==> src/rtl/lift_call_queue.sv <==
// Hall-call capture and FIFO feeding the lift controller FSM.
// Optional statistics outputs are enabled by defining LIFT_QUEUE_STATS_EN.
module lift_call_queue #(
  parameter int DEPTH = 4,
  parameter int CW    = $clog2(DEPTH + 1)
) (
  input  logic          clk,
  input  logic          rst,
  input  logic [5:0]    call_btn,
  input  logic          done,
  output logic [2:0]    req_code,
  output logic          q_empty,
  output logic [5:0]    pending,
`ifdef LIFT_QUEUE_STATS_EN
  output logic [15:0]   served_cnt,
  output logic [CW-1:0] max_occ,
`endif
  output logic [CW-1:0] count
);

  localparam int PW = (DEPTH > 1) ? $clog2(DEPTH) : 1;
  localparam logic [CW-1:0] FULL = CW'(DEPTH);
  localparam logic [PW-1:0] LAST = PW'(DEPTH - 1);

  function automatic logic [2:0] bit2code(input logic [5:0] oh);
    logic [2:0] c;
    c = 3'b000;
    unique case (1'b1)
      oh[0]: c = 3'b001;
      oh[1]: c = 3'b010;
      oh[2]: c = 3'b011;
      oh[3]: c = 3'b110;
      oh[4]: c = 3'b111;
      oh[5]: c = 3'b100;
      default: c = 3'b000;
    endcase
    return c;
  endfunction

  function automatic logic [5:0] code2bit(input logic [2:0] c);
    logic [5:0] oh;
    oh = 6'b0;
    case (c)
      3'b001: oh = 6'b000001;
      3'b010: oh = 6'b000010;
      3'b011: oh = 6'b000100;
      3'b110: oh = 6'b001000;
      3'b111: oh = 6'b010000;
      3'b100: oh = 6'b100000;
      default: oh = 6'b000000;
    endcase
    return oh;
  endfunction

  logic [5:0]    btn_q;
  logic [5:0]    cap;
  logic [5:0]    inq;
  logic [2:0]    mem [DEPTH];
  logic [PW-1:0] rd_ptr;
  logic [PW-1:0] wr_ptr;

  logic          pop;
  logic          push;
  logic [2:0]    head;
  logic [5:0]    rise;
  logic [5:0]    sel_oh;
  logic [5:0]    push_oh;
  logic [5:0]    pop_oh;
  logic [5:0]    cap_n;
  logic [5:0]    inq_n;
  logic [CW-1:0] count_n;

  always_comb begin
    head    = mem[rd_ptr];
    pop     = done && (count != '0);
    pop_oh  = pop ? code2bit(head) : 6'b0;
    rise    = call_btn & ~btn_q;
    sel_oh  = cap & (~cap + 6'd1);
    push    = (cap != 6'b0) && ((count < FULL) || pop);
    push_oh = push ? sel_oh : 6'b0;
    // A rise on the code being served this cycle is absorbed by the move.
    cap_n   = (cap & ~push_oh) | (rise & ~pending & ~pop_oh);
    inq_n   = (inq & ~pop_oh) | push_oh;
    count_n = count;
    case ({push, pop})
      2'b10:   count_n = count + 1'b1;
      2'b01:   count_n = count - 1'b1;
      default: count_n = count;
    endcase
  end

  // Loads during reset too, so a held button cannot create a request.
  always_ff @(posedge clk) begin
    btn_q <= call_btn;
  end

  always_ff @(posedge clk) begin
    if (push) mem[wr_ptr] <= bit2code(sel_oh);
  end

  always_ff @(posedge clk) begin
    if (rst) begin
      cap    <= 6'b0;
      inq    <= 6'b0;
      rd_ptr <= '0;
      wr_ptr <= '0;
      count  <= '0;
    end else begin
      cap   <= cap_n;
      inq   <= inq_n;
      count <= count_n;
      if (push) wr_ptr <= (wr_ptr == LAST) ? '0 : wr_ptr + 1'b1;
      if (pop)  rd_ptr <= (rd_ptr == LAST) ? '0 : rd_ptr + 1'b1;
    end
  end

`ifdef LIFT_QUEUE_STATS_EN
  always_ff @(posedge clk) begin
    if (rst) begin
      served_cnt <= 16'h0;
      max_occ    <= '0;
    end else begin
      if (pop && served_cnt != 16'hFFFF) served_cnt <= served_cnt + 16'h1;
      if (count_n > max_occ) max_occ <= count_n;
    end
  end
`endif

  assign req_code = (count != '0) ? head : 3'b000;
  assign q_empty  = (count == '0);
  assign pending  = cap | inq;

endmodule

==> config.mk <==
export PLATFORM = sky130hd
export DESIGN_NAME = lift_call_queue
export DESIGN_NICKNAME = d
export VERILOG_FILES = /design/src/rtl/lift_call_queue.sv
export SDC_FILE = /design/constraint.sdc
export NUM_CORES = 1
export LEC_CHECK = 0
export CAP_MARGIN = 20
export CORE_MARGIN = 5
export CORE_UTILIZATION = 40
export DETAILED_ROUTE_END_ITERATION = 8
export SYNTH_ARGS = -nofsm -noshare
export SYNTH_HDL_FRONTEND = slang
export SYNTH_SLANG_ARGS = --single-unit
export TNS_END_PERCENT = 5
==> constraint.sdc <==
create_clock -name clk -period 2.4 [get_ports clk]
set_input_delay 0.48 -clock clk [delete_from_list [all_inputs] [get_ports clk]]
set_output_delay 0.48 -clock clk [all_outputs]
set_load 0.005 [all_outputs]
==> flow_summary.json <==
{
  "cts_max_level": 2,
  "setup_viol": 0,
  "cp_max_fo": 3,
  "netlist_area_mm2": 0.00167,
  "start_kind": "input pin",
  "cts_root_buf": "clkbuf_8",
  "overflow": 0,
  "die_x_um": 74.6,
  "syn_nets": 165,
  "post_cts_buffers": 0,
  "synth_edf_count": 12,
  "finalClockSkew_ns": 0.00293,
  "route.detailed.drc": 0,
  "rsz0062_at_grt": "false",
  "die_area_mm2": 0.00556,
  "rows": 23,
  "gr-usage-all-layers_pct": 13.8,
  "cts_tree": "yes",
  "ctsHoldBuffers": 0,
  "fillers": 381,
  "syn_avg_cell_area_um2": 11.2,
  "critical_path_class": "input pin to register",
  "cts_max_path_buffers": 2,
  "worstPathArrival_ns": 2.45,
  "diodes": 0,
  "drt_iter0_drc": 23,
  "grt_pass1_wl_mm": 5.73,
  "coreArea_mm2": 0.00403,
  "yosysMostFrequentCell": "dfxtp_1",
  "hold_ws_ns": 0.443,
  "ios": 22,
  "grt_antenna_before_repair": 0,
  "via_count": 1219,
  "die_h_um": 74.6,
  "synth_area_leaders": "dfxtp_1 (32%), edfxtp_1 (22%), ha_1 (4.5%)",
  "area_growth_pct": 25.9,
  "slew_headroom_pct": 73.7,
  "nets": 197,
  "dp_hpwl_mm": 2.50,
  "fmax_ghz": 0.447,
  "drtAntennaViolNets": 0,
  "endpoint_kind": "register",
  "synth_cells": 149,
  "synthArstFlopShare_pct": 0,
  "slew_viol_final": 0,
  "synth.top_cells.by_count": "dfxtp_1 (27), nor2_1 (17), edfxtp_1 (12), inv_1 (9), nor2b_1 (7)",
  "yosysUniqueCellTypes": 37,
  "ir_worst_vdd_mv": 0.490,
  "status": "complete, no violations",
  "hold_viol": 0,
  "layout_worst_path_cycle_share_pct": 93.3,
  "synth_top_cell_area_share_pct": 32.4,
  "portBuffers": 21,
  "cts_num_sinks": 39,
  "maxCapViolCount": 0,
  "final_area_mm2": 0.00210,
  "clock_latency_ns": 0.29,
  "worst_ep_required_time_ns": 2.61,
  "place.gp.congestion": 0.780,
  "tightest_slew_ns": 0.392,
  "place_area_mm2": 0.00198,
  "wl_per_cell_um": 14.1,
  "initial_core_util_pct": 41.4,
  "hp-class": "register to register",
  "synthFlopType": "dfxtp_1",
  "firstDrtPassIters": 4,
  "period_minus_slack_ns": 2.24,
  "ys_seq_elements": 39,
  "drt_wl_total_mm": 3.26,
  "avgViaCountPerCell": 5.25,
  "grt_max_degree": 21,
  "ys_seq_area_share_pct": 54.1,
  "clk_pin_slew_ns": 0.07,
  "yosys.area.top_type": "dfxtp_1",
  "cts_buffers": 5,
  "powerDensity_mw_per_mm2": 1030,
  "ys_warn_count": 0,
  "leakage_nw": 0.866,
  "drive_gt1_share_pct": 14.8,
  "grt_pass1_vias": 1200
}
-- logic make-up after synthesis --
family                     count (synthesis)  share of synthesized area (%)
DFF                                       39                           54.1
buffers and inverters                     12                           2.70
AOI/OAI and AO/OA                         26                           11.6
adders and majority gates                  7                           5.71
muxes                                      5                           5.48
and+or+nand+nor                           58                           19.4
xor gates and xnor gates                   2                           1.05
-- critical path: stages --
cell and delay (ns):
clkdlybuf4s50_1 0.47, nor2b_2 0.15, a21oi_1 0.07, inv_1 0.08
ha_1 0.15, inv_1 0.05, fa_1 0.37, xor2_1 0.16
or3_1 0.30, a21oi_1 0.16
-- sequential cells by signal, summed over array words and instances, names as in the netlist, named ones only --
register	count
mem	12
btn_q	6
cap	6
inq	6
count	3
rd_ptr	2
wr_ptr	2
-- path summary, 6_finish.rpt --
| path | from | endpoint | slack, ns | cells past startpoint |
|---|---|---|---|---|
| setup / recovery | done | count[2] | 0.16 | 10 |
| hold / removal | inq[1] | inq[1] | 0.44 | 1 |
| setup reg to reg | cap[4] | count[2] | 0.19 | 9 |
| hold reg to reg | inq[1] | inq[1] | 0.44 | 1 |
-- where the power goes --
part / switching [mW] / internal (mW) / leakage [nW]
Sequential: 0.0841 / 0.813 / 0.335
Combinational: 0.354 / 0.381 / 0.475
Clock: 0.220 / 0.304 / 0.0556
Total: 0.658 / 1.50 / 0.866
-- metrics by stage --
step | instances | worst slack (ns) | utilization (%) | power [mW] | TNS (ns)
2_1_floorplan | 149 | 0.184 | - | 1.32 | 0
3_3_place_gp | 224 | -0.0269 | 49.2 | 1.63 | -0.0269
3_5_place_dp | 224 | -0.180 | 49.2 | 1.65 | -0.180
4_1_cts | 232 | 0.00249 | 51.8 | 2.20 | 0
5_1_grt | 232 | 0.0273 | 52.1 | 2.32 | 0
6_report | 232 | 0.161 | 52.1 | 2.16 | 0
-- timing repair --
item / in CTS / in global routing
resized for setup: 3 / 4
gates cloned: 0 / 0
hold endpoints to repair: 0 / 0
endpoints found under the setup margin: 3 / 4
-- layer usage --
metal  up-vias  global-route usage (%)  part of all wire [%]
met5         -                       0                     0
met4         0                    5.73                   1.7
met3         6                    4.32                   5.6
met2        27                    21.4                    47
met1       582                    17.9                    46
li1        604                       -                     -
-- cells in the final DEF, fill, tap and decap left out, types with 4 or more instances in the layout --
cell type	count
a21oi_1	6
a32o_1	5
and2_1	4
buf_4	7
clkbuf_8	5
clkdlybuf4s50_1	18
dfxtp_1	26
edfxtp_1	12
ha_1	6
inv_1	9
nand2_1	4
nand2b_1	4
nor2_1	17
nor2b_1	6
nor3_1	5
or2_2	6
-- area by class of cell --
type                            instances  area, um^2  area share [%]
Timing Repair Buffer                   28         270            12.9
Inverter                                9        33.8            1.61
Tap cell                               50        62.6            2.98
Multi-Input combinational cell         98         719            34.3
Clock inverter                          3        38.8            1.85
Clock buffer                            5        68.8            3.28
Sequential cell                        39         905            43.1
(Power assumes the default switching activity.)
